--- config.mk ---
export PLATFORM = sky130hd
export DESIGN_NAME = muldiv_unit
export DESIGN_NICKNAME = d
export VERILOG_FILES = /design/src/rtl/muldiv_pkg.sv /design/src/rtl/muldiv_datapath.sv /design/src/rtl/muldiv_unit.sv
export SDC_FILE = /design/constraint.sdc
export NUM_CORES = 1
export LEC_CHECK = 0
export BUFFER_PORTS_ARGS = -buffer_cell sky130_fd_sc_hd__buf_4
export CORE_ASPECT_RATIO = 0.75
export CORE_MARGIN = 10
export CORE_UTILIZATION = 59
export CTS_CLUSTER_SIZE = 12
export DETAILED_ROUTE_END_ITERATION = 6
export PLACE_DENSITY = 0.78
export SETUP_SLACK_MARGIN = 0.05
export SLEW_MARGIN = 20
export SYNTH_ARGS = -nofsm -noshare
export SYNTH_HDL_FRONTEND = slang
export SYNTH_SLANG_ARGS = --single-unit
--- constraint.sdc ---
create_clock -name clk -period 10.1 [get_ports clk]
set_input_delay 0.505 -clock clk [delete_from_list [all_inputs] [get_ports clk]]
set_output_delay 0.505 -clock clk [all_outputs]
set_load 0.005 [all_outputs]
--- src/rtl/muldiv_pkg.sv ---
// Shared types and constants for the RV32M iterative multiply/divide unit.
package muldiv_pkg;

    localparam int unsigned XLEN_DEF = 32;

    localparam logic [6:0] FUNCT7_M = 7'b0000001;

    localparam logic [2:0] F3_MUL    = 3'b000;
    localparam logic [2:0] F3_MULH   = 3'b001;
    localparam logic [2:0] F3_MULHSU = 3'b010;
    localparam logic [2:0] F3_MULHU  = 3'b011;
    localparam logic [2:0] F3_DIV    = 3'b100;
    localparam logic [2:0] F3_DIVU   = 3'b101;
    localparam logic [2:0] F3_REM    = 3'b110;
    localparam logic [2:0] F3_REMU   = 3'b111;

    typedef enum logic [1:0] {
        S_IDLE = 2'd0,
        S_CALC = 2'd1,
        S_FIX  = 2'd2,
        S_DONE = 2'd3
    } state_e;

endpackage

--- src/rtl/muldiv_datapath.sv ---
// Magnitude datapath: one shift-add multiply step or one restoring divide step per cycle.
module muldiv_datapath
    import muldiv_pkg::*;
#(
    parameter int unsigned XLEN = XLEN_DEF
) (
    input  logic                clk,
    input  logic                reset,
    input  logic                load,
    input  logic                step,
    input  logic                div_mode,
    input  logic [XLEN-1:0]     mag_a,
    input  logic [XLEN-1:0]     mag_b,
    output logic [2*XLEN-1:0]   acc
);

    logic [2*XLEN-1:0] acc_q, acc_d;
    logic [XLEN-1:0]   opnd_q, opnd_d;
    logic [XLEN:0]     add_sum;
    logic [XLEN:0]     upper_shift;
    logic [XLEN:0]     trial;

    // acc holds {hi, lo}: product halves for multiply, {remainder, quotient} for divide
    always_comb begin
        add_sum     = {1'b0, acc_q[2*XLEN-1:XLEN]}
                    + (acc_q[0] ? {1'b0, opnd_q} : (XLEN+1)'(0));
        upper_shift = acc_q[2*XLEN-1:XLEN-1];
        trial       = upper_shift - {1'b0, opnd_q};
        acc_d       = acc_q;
        opnd_d      = opnd_q;
        if (load) begin
            acc_d  = {{XLEN{1'b0}}, mag_a};
            opnd_d = mag_b;
        end else if (step) begin
            if (div_mode) begin
                acc_d = trial[XLEN] ? {upper_shift[XLEN-1:0], acc_q[XLEN-2:0], 1'b0}
                                    : {trial[XLEN-1:0], acc_q[XLEN-2:0], 1'b1};
            end else begin
                acc_d = {add_sum, acc_q[XLEN-1:1]};
            end
        end
    end

    always_ff @(posedge clk) begin
        if (reset) begin
            acc_q  <= '0;
            opnd_q <= '0;
        end else begin
            acc_q  <= acc_d;
            opnd_q <= opnd_d;
        end
    end

    assign acc = acc_q;

endmodule

--- src/rtl/muldiv_unit.sv ---
// RV32M multiply/divide unit: FSM, operand sign handling, special cases and result select.
module muldiv_unit
    import muldiv_pkg::*;
#(
    parameter int unsigned XLEN = XLEN_DEF
) (
    input  logic            clk,
    input  logic            reset,
    input  logic            start,
    input  logic [2:0]      funct3,
    input  logic [XLEN-1:0] op_a,
    input  logic [XLEN-1:0] op_b,
    input  logic            flush,
    output logic            stall,
    output logic            done,
    output logic [XLEN-1:0] result
);

    localparam int unsigned CNT_W = $clog2(XLEN);

    state_e            state_q, state_d;
    logic [CNT_W-1:0]  cnt_q, cnt_d;
    logic [2:0]        f3_q, f3_d;
    logic              sa_q, sa_d;
    logic              sb_q, sb_d;
    logic [XLEN-1:0]   result_q, result_d;
    logic              done_q, done_d;

    logic              load, step;
    logic              a_signed, b_signed, sa_in, sb_in;
    logic [XLEN-1:0]   mag_a, mag_b;
    logic              div_zero, div_ovf;
    logic [XLEN-1:0]   special_res;
    logic [2*XLEN-1:0] acc, prod_fix;
    logic [XLEN-1:0]   quo_fix, rem_fix, fix_res;

    // MULHSU signs only op_a; MUL low word is sign-agnostic so it runs unsigned
    always_comb begin
        a_signed = (funct3 == F3_MULH) || (funct3 == F3_MULHSU)
                || (funct3 == F3_DIV)  || (funct3 == F3_REM);
        b_signed = (funct3 == F3_MULH) || (funct3 == F3_DIV) || (funct3 == F3_REM);
        sa_in    = a_signed & op_a[XLEN-1];
        sb_in    = b_signed & op_b[XLEN-1];
        mag_a    = sa_in ? XLEN'(-op_a) : op_a;
        mag_b    = sb_in ? XLEN'(-op_b) : op_b;
        div_zero = funct3[2] && (op_b == '0);
        div_ovf  = ((funct3 == F3_DIV) || (funct3 == F3_REM))
                && (op_a == {1'b1, {(XLEN-1){1'b0}}}) && (op_b == '1);
        if (div_zero) begin
            special_res = funct3[1] ? op_a : '1;
        end else begin
            special_res = funct3[1] ? '0 : op_a;
        end
    end

    muldiv_datapath #(.XLEN(XLEN)) u_datapath (
        .clk      (clk),
        .reset    (reset),
        .load     (load),
        .step     (step),
        .div_mode (f3_q[2]),
        .mag_a    (mag_a),
        .mag_b    (mag_b),
        .acc      (acc)
    );

    // Sign correction and result select applied in FIX
    always_comb begin
        prod_fix = (sa_q ^ sb_q) ? (2*XLEN)'(-acc) : acc;
        quo_fix  = (sa_q ^ sb_q) ? XLEN'(-acc[XLEN-1:0]) : acc[XLEN-1:0];
        rem_fix  = sa_q ? XLEN'(-acc[2*XLEN-1:XLEN]) : acc[2*XLEN-1:XLEN];
        case (f3_q)
            F3_MUL:                        fix_res = prod_fix[XLEN-1:0];
            F3_MULH, F3_MULHSU, F3_MULHU:  fix_res = prod_fix[2*XLEN-1:XLEN];
            F3_DIV, F3_DIVU:               fix_res = quo_fix;
            default:                       fix_res = rem_fix;
        endcase
    end

    always_comb begin
        state_d  = state_q;
        cnt_d    = cnt_q;
        f3_d     = f3_q;
        sa_d     = sa_q;
        sb_d     = sb_q;
        result_d = result_q;
        load     = 1'b0;
        step     = 1'b0;
        stall    = 1'b0;
        case (state_q)
            S_IDLE: begin
                if (start && !flush) begin
                    stall = 1'b1;
                    f3_d  = funct3;
                    sa_d  = sa_in;
                    sb_d  = sb_in;
                    if (div_zero || div_ovf) begin
                        result_d = special_res;
                        state_d  = S_DONE;
                    end else begin
                        load    = 1'b1;
                        cnt_d   = CNT_W'(XLEN - 1);
                        state_d = S_CALC;
                    end
                end
            end
            S_CALC: begin
                stall = 1'b1;
                step  = 1'b1;
                if (cnt_q == '0) begin
                    state_d = S_FIX;
                end else begin
                    cnt_d = cnt_q - CNT_W'(1);
                end
            end
            S_FIX: begin
                stall    = 1'b1;
                result_d = fix_res;
                state_d  = S_DONE;
            end
            default: begin
                state_d = S_IDLE;
            end
        endcase
        // A killed op leaves the result register untouched
        if (flush) begin
            state_d  = S_IDLE;
            result_d = result_q;
        end
        done_d = (state_d == S_DONE);
    end

    always_ff @(posedge clk) begin
        if (reset) begin
            state_q  <= S_IDLE;
            cnt_q    <= '0;
            f3_q     <= '0;
            sa_q     <= 1'b0;
            sb_q     <= 1'b0;
            result_q <= '0;
            done_q   <= 1'b0;
        end else begin
            state_q  <= state_d;
            cnt_q    <= cnt_d;
            f3_q     <= f3_d;
            sa_q     <= sa_d;
            sb_q     <= sb_d;
            result_q <= result_d;
            done_q   <= done_d;
        end
    end

    assign done   = done_q;
    assign result = result_q;

endmodule

==> impl_metrics.toml, run 1 <==
[grt]
grt_pass1_vias = 13800
maximum_number_of_pins_on_one_net_before_global_route_repair = 73
grt_use_total = 0.3214
global_route.overflow_total = 0
grt_antenna_before_repair = 2
grt_pass1_wl_mm = 80.34

[setup_path]
worstSetupStartpointType = "flop"
reg2reg_setup_slack_ns = 5.47
crit_path_max_fanout = 25
rr_worst_depth = 14
critPathRequiredTime_ns = 10.42
r2r_end = "u_datapath.acc[52]"
reg2reg_from = "u_datapath.acc[31]"
cp_data_arrival_time_ns = 4.95
end_kind = "flop"
timing_worst_setup_path_type = "flop to flop"

[drt]
detailroute.via_count = 15680
drt-vias-per-instance = 6.789
firstDrtPassIters = 6
first_iter_violations = 2322
antenna_violating_nets_post_route = 0
post_route_drc = 0
final_routed_wirelength_mm = 52.87
wl_per_cell_microns = 22.89

[run_status]
run_status = "complete, no violations"

[floorplan]
ios = 105
die_w_microns = 200.1
rows = 49
die_y_microns = 155.1
die_area_sq_mm = 0.03104
floorplan.initialDensity = 0.5990
core-area_sq_mm = 0.02397

[clock_network]
clock-root-buffer = "sky130_fd_sc_hd__clkbuf_16"
hold_buffers = 0
clock_insertion_delay_worst_skew_ns = 0.44
cts_tree = "yes"
h-tree-depth = 4
worst_setup_hold_path_clk_slew_ns = 0.07
clock_sinks = 141
cts-buffers-inserted = 17
clock_path_buffers = 2
postCtsSetupBuffers = 0
cts-resized-gates = 0

[synthesis]
post_synthesis_instance_area_sq_mm = 0.01436
ys_types = 85
yosysWarningCount = 0
yosys_register_bits = 141
postSynthCellCount = 1981
synth.net_count = 2129
synth-edff-count = 0
post_synth.cell_area_avg_sq_um = 7.248
postSynth.asyncResetShare = 0
dominant_register_cell_in_the_synthesized_netlist = "sky130_fd_sc_hd__dfxtp_1"
synth_seq_area_share = 0.1966

[placement]
portBuffers = 104
hpwl_mm = 39.65
post_dp_cell_area_sq_mm = 0.01512
gp_congestion = 0.9849

[finish]
final_core_util = 0.6550
design_area_sq_mm = 0.01570
nNetsFinal = 2113
layout_common_cells = "sky130_fd_sc_hd__nor2_1, sky130_fd_sc_hd__a21oi_1, sky130_fd_sc_hd__nand2_1"
seq_area_sq_mm = 0.002826
final_layout_size_suffix_gt1_frac = 0.1077
layout.cells.most_common = "sky130_fd_sc_hd__nor2_1"
multi_input_area_sq_mm = 0.01070
syn2layout_area_growth_pct = 9.350
num-fill-cells = 2137

[timing]
max_slew_margin = 0.3399
setup_viol = 0
clock_skew_ns = 0.01169
grt_setup_unrepaired = "no"
min_period_ns = 4.629
timing.setup.tns_ns = 0
hold_viol = 0
final-max-slew-violation-count = 0
final_worst_path_period_share = 0.4583
maxClockFrequency_ghz = 0.2160
tightest_slew_ns = 0.9878

[min_path]
worst_hold_path.num_cells = 3
holdPathEnd = "f3_q[2]"
hold_path_startpoint = "funct3[2]"
worst_hold_path_type = "input pin to flop"

[power]
ir_drop_mv = 0.1197
netSwitchingFraction = 0.3770
combinationalPowerShare = 0.307
pwr-share-clk = 0.349
net_switching_power_figure_w = 0.0006897
pwr_density_cell_mw_per_mm2 = 116.5
power.leakage_nw = 5.919
p_seq_frac = 0.343
cell_internal_power_dissipation_w = 0.001140

[flow_run]
maxCapViolations = 0
kinds of logic after synthesis:
logic type | after synthesis | synth area share
fa+ha+maj | 99 | 0.08348
mux | 60 | 0.04235
xor+xnor | 184 | 0.1122
buf+inv | 226 | 0.06108
flops | 141 | 0.1966
compound gates | 648 | 0.2994
simple gates | 623 | 0.2049
per-stage QoR:
stage          total power, W  setup WS, ns  hold WS (ns)  cells
6_report             0.001830         5.471        0.3853   2310
5_1_grt              0.001900         5.254        0.3829   2309
4_1_cts              0.001810         5.611        0.3626   2309
3_5_place_dp         0.001175         5.633        0.4466   2277
3_3_place_gp         0.001167         5.759        0.4443   2277
2_1_floorplan        0.001009         6.724        0.4466   1981
per-layer routing:
| metal | up-vias | global-route usage | routed length [microns] |
|---|---|---|---|
| met5 | - | 0 | 27 |
| met4 | 4 | 0.06415 | 807 |
| met3 | 78 | 0.1181 | 8010 |
| met2 | 1055 | 0.4305 | 20490 |
| met1 | 7302 | 0.4716 | 23540 |
| li1 | 7244 | - | - |
power groups by stage:
stage	Clock [W]	Sequential, W	Combinational (W)
floorplan	0	0.000610	0.000399
global placement	0	0.000635	0.000531
detailed placement	0	0.000637	0.000538
CTS	0.000644	0.000624	0.000542
global route	0.000667	0.000630	0.000603
finish	0.000639	0.000628	0.000562
cell usage after synthesis (all sizes together) (17+ instances only):
library cell	n	area share
xor2	86	0.052
maj3	22	0.015
o221ai	24	0.015
or4	22	0.012
clkbuf	129	0.034
nand2	156	0.041
nor3	52	0.019
a21oi	189	0.066
nor2b	17	0.0074
o21ai	106	0.038
nor2	239	0.063
inv	68	0.018
dfxtp	141	0.20
nand4	28	0.012
ha	75	0.065
mux2i	54	0.038
o31ai	30	0.016
a211oi	117	0.061
o211ai	25	0.013
nand3	26	0.0094
o41ai	18	0.012
a31o	17	0.010
xnor2	98	0.060
a21o	20	0.010
buf	29	0.0095
worst max-delay path: stages, from the launching register on:
cell and delay (ns):
sky130_fd_sc_hd__dfxtp_1 0.41, sky130_fd_sc_hd__inv_1 0.11, sky130_fd_sc_hd__ha_1 0.24, sky130_fd_sc_hd__fa_1 0.40, sky130_fd_sc_hd__nand2b_1 0.18, sky130_fd_sc_hd__a21oi_1 0.19
sky130_fd_sc_hd__o21ai_0 0.26, sky130_fd_sc_hd__o21ai_1 0.38, sky130_fd_sc_hd__a41oi_1 0.28, sky130_fd_sc_hd__o221ai_1 0.41, sky130_fd_sc_hd__xor2_4 0.53, sky130_fd_sc_hd__buf_4 0.47
sky130_fd_sc_hd__mux2_2 0.38, sky130_fd_sc_hd__o221ai_1 0.15, sky130_fd_sc_hd__a21oi_1 0.08
cell type report:
type	count	share of cell area
antenna	1	0.0001594
multi-input combinational	1614	0.6817
clock inverter	15	0.009642
clock buffer	17	0.02709
tap	331	0.02638
sequential	141	0.1800
timing repair buffer	123	0.05881
inverter	68	0.01626
how the worst max path moves through the flow:
stage,start,to,slack [ns],cells after the start
finish,u_datapath.acc[31],u_datapath.acc[52],5.47,14
detailed placement,u_datapath.acc[31],u_datapath.acc[52],5.63,14
global placement,u_datapath.acc[31],u_datapath.acc[52],5.76,14
global route,u_datapath.acc[38],u_datapath.acc[52],5.25,12
CTS,u_datapath.acc[31],u_datapath.acc[52],5.61,14
floorplan,u_datapath.acc[0],u_datapath.acc[60],6.72,14
sequential cells by signal, indices dropped and copies added (netlist names):
register           cells
state_q                2
result                32
done                   1
sa_q                   1
u_datapath.acc        64
f3_q                   3
cnt_q                  5
sb_q                   1
u_datapath.opnd_q     32
(Power assumes the default switching activity.)
==> inputs of run 2 (changes only) <==
Settings changed: CORE_UTILIZATION 59 to 57, PLACE_DENSITY 0.78 to 0.79.
Clock period 10.1 ns to 4 ns, I/O delays scaled along.
==> impl_metrics.toml, run 2 (same netlist as run 1, synthesis figures left out) <==
[run_status]
run_status = "finished with violations"
violations = "DRC"

[power]
p_seq_frac = 0.337
power.leakage_nw = 6.135
pwr_density_cell_mw_per_mm2 = 289.6
ir_drop_mv = 0.3009
net_switching_power_figure_w = 0.001715
pwr-share-clk = 0.345
cell_internal_power_dissipation_w = 0.002934
netSwitchingFraction = 0.3688
combinationalPowerShare = 0.318

[min_path]
worst_hold_path_type = "input pin to flop"
worst_hold_path.num_cells = 3
hold_path_startpoint = "op_b[0]"
holdPathEnd = "u_datapath.opnd_q[0]"

[clock_network]
clock-root-buffer = "sky130_fd_sc_hd__clkbuf_16"
clock_sinks = 141
cts-buffers-inserted = 17
clock_path_buffers = 2
h-tree-depth = 4
cts_tree = "yes"
clock_insertion_delay_worst_skew_ns = 0.45
worst_setup_hold_path_clk_slew_ns = 0.07

[finish]
final_layout_size_suffix_gt1_frac = 0.1264
layout_common_cells = "sky130_fd_sc_hd__nor2_1, sky130_fd_sc_hd__a21oi_1, sky130_fd_sc_hd__buf_4"
layout.cells.most_common = "sky130_fd_sc_hd__nor2_1"
nNetsFinal = 2153
largest_register_ff_count = 64
final_core_util = 0.6448
finish.cell_count_without_fillers = 2358
syn2layout_area_growth_pct = 11.81
num-fill-cells = 2254

[timing]
timing.setup.tns_ns = 0
hold_viol = 0
final-max-slew-violation-count = 0
min_period_ns = 3.684
setup_viol = 0
grt_setup_unrepaired = "no"
worst_hold_slack_ns = 0.07363
max_slew_margin = 0.3112
final_worst_path_period_share = 0.9210
tightest_slew_ns = 1.032
clock_skew_ns = 0.01229
maxClockFrequency_ghz = 0.2715

[setup_path]
worstSetupStartpointType = "flop"
reg2reg_setup_slack_ns = 0.32
critical_path.max_stage_delay_ns = 0.39
timing_worst_setup_path_type = "flop to flop"
rr_worst_depth = 14
worst_path_cell_trace = "inv_1 -> ha_1 -> fa_1 -> nand2b_1 -> a21oi_1 -> o21ai_1 -> o21ai_2 -> a41oi_1 -> o221ai_2 -> xor2_4 -> buf_12 -> mux2_2 -> o221ai_1 -> a21oi_1"
critPathRequiredTime_ns = 4.33
crit_path_max_fanout = 25
r2r_end = "u_datapath.acc[52]"
cp_slowest_cell = "sky130_fd_sc_hd__dfxtp_1"
crit_path_frequent_cell = "sky130_fd_sc_hd__a21oi_1"
end_kind = "flop"
reg2reg_from = "u_datapath.acc[31]"
cp_data_arrival_time_ns = 4.01

[placement]
numPlacedInstances = 2324
hpwl_mm = 39.86
gp_congestion = 1.054
portBuffers = 104

[drt]
drt-vias-per-instance = 6.779
firstDrtPassIters = 7
antenna_violating_nets_post_route = 0
final_routed_wirelength_mm = 52.80
wl_per_cell_microns = 22.39
detailroute.via_count = 15980
first_iter_violations = 2266
post_route_drc = 6

[floorplan]
ios = 105
die_w_microns = 203.3
die_y_microns = 157.5
rows = 50
die_area_sq_mm = 0.03200
floorplan.initialDensity = 0.5767
core-area_sq_mm = 0.02490

[flow_run]
maxCapViolations = 0

[grt]
grt_pass1_vias = 14330
maximum_number_of_pins_on_one_net_before_global_route_repair = 79
grt_antenna_before_repair = 0
grt_pass1_wl_mm = 80.11
grt_use_total = 0.3147
global_route.overflow_total = 0
## run 2: changes by cell type in the layout (fill, tap and decap cells not counted), moves of 2 or more
cell,delta
sky130_fd_sc_hd__clkbuf_8,+2
sky130_fd_sc_hd__buf_4,+38
sky130_fd_sc_hd__clkinv_4,+3
sky130_fd_sc_hd__buf_12,+2
sky130_fd_sc_hd__inv_6,-4
## run 2: repair_timing
action                                  in CTS  in global routing
endpoints found under the setup margin       0                 29
hold buffers                                 0                  0
resized for setup                            0                  4
buffers inserted                             0                  0
## run 2: worst max path at each step
| stage | slack [ns] | startpoint | cells after the start | endpoint |
|---|---|---|---|---|
| floorplan | 0.62 | u_datapath.acc[0] | 14 | u_datapath.acc[60] |
| global placement | 0.26 | u_datapath.acc[31] | 14 | u_datapath.acc[52] |
| detailed placement | 0.14 | u_datapath.acc[31] | 14 | u_datapath.acc[52] |
| CTS | 0.13 | u_datapath.acc[31] | 14 | u_datapath.acc[52] |
| global route | 0.06 | u_datapath.acc[31] | 14 | u_datapath.acc[52] |
| finish | 0.32 | u_datapath.acc[31] | 14 | u_datapath.acc[52] |
## run 2: per-stage QoR
step           total power [W]  setup slack [ns]  cell area (sq um)
4_1_cts               0.004581            0.1250              16040
3_3_place_gp          0.002973            0.2609              15450
5_1_grt               0.004818           0.06121              16050
2_1_floorplan         0.002548            0.6240              14360
3_5_place_dp          0.002996            0.1441              15450
6_report              0.004649            0.3162              16050
## run 2: critical path: cells and delay by family (launching register included)
family	cells	cell delay (ns)
compound gates	7	1.45
fa+ha+maj	2	0.61
flops	1	0.39
mux	1	0.35
simple gates	1	0.18
buf+inv	2	0.32
xor+xnor	1	0.25
## run 2: routing by layer
| metal | vias up | part of all wire | GRT usage | routed length, microns |
|---|---|---|---|---|
| met1 | 7499 | 0.43 | 0.4419 | 22630 |
| li1 | 7316 | - | - | - |
| met5 | - | 0.0012 | 0 | 61 |
| met4 | 2 | 0.027 | 0.09816 | 1404 |
| met3 | 122 | 0.15 | 0.1317 | 8152 |
| met2 | 1045 | 0.39 | 0.4186 | 20560 |
## run 2: cell type report
cell class,count,area [sq um],area share
multi-input cells,1614,10710,0.6674
flip-flops and latches,141,2824,0.1759
repair buffers,163,1249,0.07778
clock buffers,19,452.9,0.02821
well taps,338,422.9,0.02634
inverters,68,255.2,0.01590
clock inverters,13,131.4,0.008183
diodes,2,5.005,0.0003117
## run 2: power groups by stage
| stage | clock (W) | sequential, W | combinational (W) |
|---|---|---|---|
| floorplan | 0 | 0.00154 | 0.00101 |
| global placement | 0 | 0.00159 | 0.00138 |
| detailed placement | 0 | 0.00159 | 0.00140 |
| CTS | 0.00161 | 0.00156 | 0.00141 |
| global route | 0.00166 | 0.00157 | 0.00158 |
| finish | 0.00160 | 0.00157 | 0.00148 |
